### src/rtl/argmax_tree_pkg.sv
// Shared sizing helpers for the argmax tree: log2, tree depth and per-level node counts.
// Pure elaboration-time functions, no logic.
// No flow control here.
package argmax_tree_pkg;

    function automatic int clog2(input int n);
        int r;
        r = 0;
        for (int p = 1; p < n; p = p * 2) begin
            r++;
        end
        return r;
    endfunction

    // A single input still passes through one register, so the depth floor is 1.
    function automatic int tree_latency(input int n);
        return (clog2(n) < 1) ? 1 : clog2(n);
    endfunction

    function automatic int level_width(input int n, input int lvl);
        int w;
        w = n;
        for (int i = 0; i < lvl; i++) begin
            w = (w + 1) / 2;
        end
        return w;
    endfunction

endpackage

### src/rtl/argmax_node.sv
// One registered compare stage: keeps the larger of a/b (a wins ties), or forwards a when bypassed.
// Latency 1 cycle.
// No backpressure; data registers hold while valid is low.
module argmax_node
    import argmax_tree_pkg::*;
#(
    parameter int RESOLUTION = 8,
    parameter int INDEX_SIZE = 4,
    parameter int SIGNED     = 0
) (
    input  logic                  clk,
    input  logic                  reset,
    input  logic                  in_vld,
    input  logic                  bypass,
    input  logic [RESOLUTION-1:0] a_val,
    input  logic [INDEX_SIZE-1:0] a_idx,
    input  logic [RESOLUTION-1:0] b_val,
    input  logic [INDEX_SIZE-1:0] b_idx,
    output logic                  out_vld,
    output logic [RESOLUTION-1:0] out_val,
    output logic [INDEX_SIZE-1:0] out_idx
);

    logic                  a_ge_b;
    logic                  a_wins;
    logic                  vld_d, vld_q;
    logic [RESOLUTION-1:0] val_d, val_q;
    logic [INDEX_SIZE-1:0] idx_d, idx_q;

    always_comb begin
        if (SIGNED != 0) begin
            a_ge_b = $signed(a_val) >= $signed(b_val);
        end else begin
            a_ge_b = a_val >= b_val;
        end
        a_wins = bypass | a_ge_b;

        vld_d = in_vld;
        val_d = val_q;
        idx_d = idx_q;
        if (in_vld) begin
            val_d = a_wins ? a_val : b_val;
            idx_d = a_wins ? a_idx : b_idx;
        end
    end

    always_ff @(posedge clk) begin
        if (reset) begin
            vld_q <= 1'b0;
            val_q <= '0;
            idx_q <= '0;
        end else begin
            vld_q <= vld_d;
            val_q <= val_d;
            idx_q <= idx_d;
        end
    end

    assign out_vld = vld_q;
    assign out_val = val_q;
    assign out_idx = idx_q;

endmodule

### src/rtl/argmax_tree.sv
// Pipelined argmax over NUM_INPUTS scores: balanced tree of registered compare nodes.
// Latency max(1, clog2(NUM_INPUTS)) cycles, one vector per cycle.
// No backpressure; outputs hold the last result while out_valid is low.
module argmax_tree
    import argmax_tree_pkg::*;
#(
    parameter int RESOLUTION = 8,
    parameter int NUM_INPUTS = 10,
    parameter int SIGNED     = 0,
    parameter int INDEX_SIZE = 4
) (
    input  logic                             clk,
    input  logic                             reset,
    input  logic                             in_valid,
    input  logic [NUM_INPUTS*RESOLUTION-1:0] in_data,
    output logic                             out_valid,
    output logic [RESOLUTION-1:0]            out_val,
    output logic [INDEX_SIZE-1:0]            out_idx
);

    localparam int LAT = tree_latency(NUM_INPUTS);
    localparam int VW  = NUM_INPUTS * RESOLUTION;
    localparam int IW  = NUM_INPUTS * INDEX_SIZE;

    // Every level is sized for the full input count; slots past a level's width are tied to zero.
    logic [VW-1:0]         lvl_val [0:LAT];
    logic [IW-1:0]         lvl_idx [0:LAT];
    logic [NUM_INPUTS-1:0] lvl_vld [0:LAT];

    assign lvl_val[0] = in_data;
    assign lvl_vld[0] = {NUM_INPUTS{in_valid}};

    for (genvar j = 0; j < NUM_INPUTS; j++) begin : g_idx0
        assign lvl_idx[0][j*INDEX_SIZE +: INDEX_SIZE] = INDEX_SIZE'(j);
    end

    for (genvar l = 1; l <= LAT; l++) begin : g_lvl
        localparam int W  = level_width(NUM_INPUTS, l);
        localparam int WP = level_width(NUM_INPUTS, l - 1);

        for (genvar j = 0; j < NUM_INPUTS; j++) begin : g_slot
            if (j < W) begin : g_node
                // The odd element at the end of a level has no partner and is forwarded.
                localparam bit BYP = (2 * j + 1 >= WP);
                localparam int R   = BYP ? 2 * j : 2 * j + 1;

                argmax_node #(
                    .RESOLUTION (RESOLUTION),
                    .INDEX_SIZE (INDEX_SIZE),
                    .SIGNED     (SIGNED)
                ) u_node (
                    .clk     (clk),
                    .reset   (reset),
                    .in_vld  (lvl_vld[l-1][2*j]),
                    .bypass  (BYP),
                    .a_val   (lvl_val[l-1][2*j*RESOLUTION +: RESOLUTION]),
                    .a_idx   (lvl_idx[l-1][2*j*INDEX_SIZE +: INDEX_SIZE]),
                    .b_val   (lvl_val[l-1][R*RESOLUTION +: RESOLUTION]),
                    .b_idx   (lvl_idx[l-1][R*INDEX_SIZE +: INDEX_SIZE]),
                    .out_vld (lvl_vld[l][j]),
                    .out_val (lvl_val[l][j*RESOLUTION +: RESOLUTION]),
                    .out_idx (lvl_idx[l][j*INDEX_SIZE +: INDEX_SIZE])
                );
            end else begin : g_pad
                assign lvl_vld[l][j]                            = 1'b0;
                assign lvl_val[l][j*RESOLUTION +: RESOLUTION]   = '0;
                assign lvl_idx[l][j*INDEX_SIZE +: INDEX_SIZE]   = '0;
            end
        end
    end

    assign out_valid = lvl_vld[LAT][0];
    assign out_val   = lvl_val[LAT][RESOLUTION-1:0];
    assign out_idx   = lvl_idx[LAT][INDEX_SIZE-1:0];

endmodule

### config.mk
export PLATFORM = sky130hd
export DESIGN_NAME = argmax_tree
export DESIGN_NICKNAME = d
export VERILOG_FILES = /design/src/rtl/argmax_tree_pkg.sv /design/src/rtl/argmax_node.sv /design/src/rtl/argmax_tree.sv
export SDC_FILE = /design/constraint.sdc
export NUM_CORES = 1
export LEC_CHECK = 0
export CORE_UTILIZATION = 60
export DETAILED_ROUTE_END_ITERATION = 16
export GPL_ROUTABILITY_DRIVEN = 0
export PLACE_DENSITY = 0.86
export SLEW_MARGIN = 10
export SYNTH_ARGS = -nofsm -noshare
export SYNTH_HDL_FRONTEND = slang
export SYNTH_HIERARCHICAL = 1
export SYNTH_SLANG_ARGS = --single-unit
### constraint.sdc
create_clock -name clk -period 5.1 [get_ports clk]
set_input_delay 0.765 -clock clk [delete_from_list [all_inputs] [get_ports clk]]
set_output_delay 0.765 -clock clk [all_outputs]
set_load 0.02 [all_outputs]
Word level (Yosys, flattened, before mapping)
Index checks and enable logic that the tools add are counted.
- magnitude comparators: 9
- multiplexer cells: 18
- operators with widths (kind ; number):
    >= comparator 8 bit ; 9
    2-to-1 mux 8 bit ; 9
    2-to-1 mux 4 bit ; 4
    2-to-1 mux 1 bit ; 5
- flip-flop bits (word level): 136
- input port bits: 83

Depth between registers and ports, before layout
- word-level depth: 2
- mapped depth: 7
- gate-level depth less buffers: 6

By module
Netlist, hierarchy kept.
- modules (own cells, without submodules) (module ; times used ; cells each ; area an instance (um2) ; sequential area each (um2)):
    argmax_node at g_lvl[1].g_slot[0].g_node.u_node ... ; 10 ; 122 ; 1054.8 ; 260.2
    argmax_node at g_lvl[1].g_slot[4].g_node.u_node ; 1 ; 122 ; 1063.5 ; 260.2
    argmax_tree ; 1 ; 2 ; 7.5 ; 0.0

Worst setup path before layout
Ideal clock, no wire load.
- path type: input to register
- start point: input port in_data[11]
- end point: register g_lvl[1].g_slot[0].g_node.u_node.val_q[0]
- data arrival time: 1.941 ns
- path slack: 3.029 ns
- stages: 7
- path buffers: 1
- path through: inv_1 > ha_1 > a211oi_2 > o21ai_2 > clkbuf_8 > a2111oi_0 > nor3_1
- longest elaborated chain between the ends: 2
- ends and longest elaborated chain (what ; RTL line ; RTL):
    from (decl) ; argmax_tree.sv:15 ; input logic [NUM_INPUTS*RESOLUTION-1:0] in_data,
    >= comparator 8 bit ; argmax_node.sv:34 ; a_ge_b = a_val >= b_val;
    2-to-1 mux 8 bit ; argmax_node.sv:42 ; val_d = a_wins ? a_val : b_val;
    to (signal assigned) ; argmax_node.sv:54 ; val_q <= val_d;
    to (decl) ; argmax_node.sv:27 ; logic [RESOLUTION-1:0] val_d, val_q;
No other way between the ends.
A chain may end at the register's enable or synchronous reset.

==> impl_results.md <==
- Status: finished clean
- Final Net Count: 1573
- Mean number of vias per cell: 6.58
- Die Y-Extent: 141 um
- Synthesis-to-finish area growth: 9.17%
- Clk_lat worst skew: 0.42 ns
- Most Used Layer, Global Route: met2
- Final-report hold violation count: 0
- I/O Buffers: 95
- Cts hold-fix bufs: 0
- Post-layout util: 0.670
- GRT met1 Usage: 0.380
- Total die area: 0.0198 mm2
- Clock sink count: 139
- Die W: 141 um
- Vias in the first global route: 9759
- DR vias: 10800
- Reg2Reg Depth: 6
- Gate Count Post-Synth: 1336
- Fin Setup TNS: 0 ns
- DP Wirelength: 18.7 mm
- Fin crit share: 0.509
- Worst path slowest cell: o2111ai_1
- CP max FO: 11
- Row count: 50
- Pleak: 4.94 nW
- Crit path max-delay family: compound AO/OA/AOI/OAI gates
- Post_cts resized: 0
- Post-layout min period: 2.59 ns
- Global Route met3 Usage: 0.0411
- Largest net degree at the start of global routing: 98
- Max Buffers Root-to-Sink: 2
- H-tree depth: 4
- RSZ-0062 raised after global routing: no
- Routed wire length: 27.8 mm
- Number of routed nets with antenna violations: 0
- Avg Cell Area, Syn: 8.63 um2
- Initial DRC count: 956
- Initial core utilization: 0.614
- Final setup violation count: 0
- Req. time, crit path: 5.45 ns
- Worst slack, placed: 2.09 ns
- Final Total Pwr: 0.00346 W
- CP Data Arrival Time: 2.94 ns
- 1st-pass router iterations: 6
- YS warnings: 6
- Wire per inst: 16.9 um
- Worst path bufs/invs: 2
- Number of top-level pins: 96
- Hold Crit Depth: 2
- Tot GR Track Use: 0.282
- Postcts setup bufs: 0
- Layout cells sized above 1: 0.103
- PD cells: 275 mW/mm2
- CP peak stage delay: 0.75 ns
- DRC violations left: 0
- CTS tree: built
- Placed cells: 1617
- Synthesized cell area: 0.0115 mm2
- Root Buffer: clkbuf_16
- Setup Crit Path Kind: in2reg
- Fmax: 386 MHz
- First-pass GRT wire length: 46.6 mm
- Max_cap viols: 0
- Crit path cell chain: clkdlybuf4s50_1 -> inv_1 -> ha_1 -> o2111ai_1 -> nor3_1 -> a221o_2 -> nor2_1
- Peak supply drop: 0.211 mV
- Inserted Clock Buffers: 17
- Type of origin of the critical path: input pin
- CP Capture Type: flip-flop
- # diodes: 0
- Worst slew pin tran: 1.00 ns
- Core area: 0.0188 mm2
- Rel. slew slack: 0.331
- Total gr overflow: 0
- WP depth: 7
- Skew final: 0.00608 ns
- Filler Cell Count: 1511
- Post-route insts no fill: 1649
- Flop-to-flop setup slack: 2.79 ns
- Initial antenna violation count: 0
- Clk slew on worst S/H paths: 0.06 ns
- Min-Delay Path Class: reg2reg
- Final worst slack: 2.51 ns
- Max Slew Vio Count: 0
- Grt met2 use: 0.467
[area by class of cell]
| class | instances | area (um2) | share of cell area |
|---|---|---|---|
| inverters | 99 | 372 | 0.0295 |
| multi-input cells | 1046 | 7560 | 0.601 |
| well taps | 234 | 293 | 0.0233 |
| clock buffers | 26 | 519 | 0.0413 |
| repair buffers | 99 | 973 | 0.0774 |
| flip-flops and latches | 139 | 2780 | 0.221 |
| clock inverters | 6 | 82.6 | 0.00656 |
[cells in the final DEF (no fill, tap or decap), drive strengths merged]
master,instances
nor2,260
dfxtp,139
nor3,132
a2111oi,132
o21bai,121
a221o,121
inv,99
clkdlybuf4s50,93
ha,88
conb,71
clkbuf,26
a211oi,22
nand3,11
nand2,11
o2111ai,11
nor3b,11
o211ai,11
o21ai,11
and4,11
a311o,11
o2111a,11
buf,6
clkinv,3
bufinv,2
clkinvlp,1
[metrics by stage]
stage	cell area, um2	hold WS (ns)
after global routing	12600	0.554
final	12600	0.509
after CTS	12600	0.514
after global placement	12000	0.488
after detailed placement	12000	0.495
after floorplan	11800	0.454
[where the power goes]
group	switching, W	internal [W]
combinational	0.000586	0.000340
clock	0.000463	0.000796
sequential	0.000102	0.00117
total	0.00115	0.00231
[registers in the layout, indices dropped and copies added (netlist names)]
signal	count
g_lvl.g_slot.g_node.u_node/out_vld	7
g_lvl.g_slot.g_node.u_node/out_val	88
g_lvl.g_slot.g_node.u_node/out_idx	44
[metal layers]
metal  up-vias  part of all wire
met5         -                 0
met2       370              0.49
li1       5258                 -
met1      5178              0.45
met4         0             0.017
met3        42             0.049
[worst min-delay path, delay by kind of cell, from the launching register on]
kind | cells | cell delay [ns]
flip-flops | 1 | 0.32
AND/OR/NAND/NOR | 1 | 0.08
AO/OA/AOI/OAI | 1 | 0.07
[worst paths after layout]
kind | start | end
setup reg to reg | g_lvl[2].g_slot[2].g_node.u_node/out_val[4] | g_lvl[3].g_slot[1].g_node.u_node/out_idx[3]
hold / removal | g_lvl[3].g_slot[1].g_node.u_node/out_idx[0] | g_lvl[4].g_slot[0].g_node.u_node/out_idx[0]
hold reg to reg | g_lvl[3].g_slot[1].g_node.u_node/out_idx[0] | g_lvl[4].g_slot[0].g_node.u_node/out_idx[0]
setup / recovery | in_data[12] | g_lvl[1].g_slot[0].g_node.u_node/out_idx[3]
(Power assumes the default switching activity.)
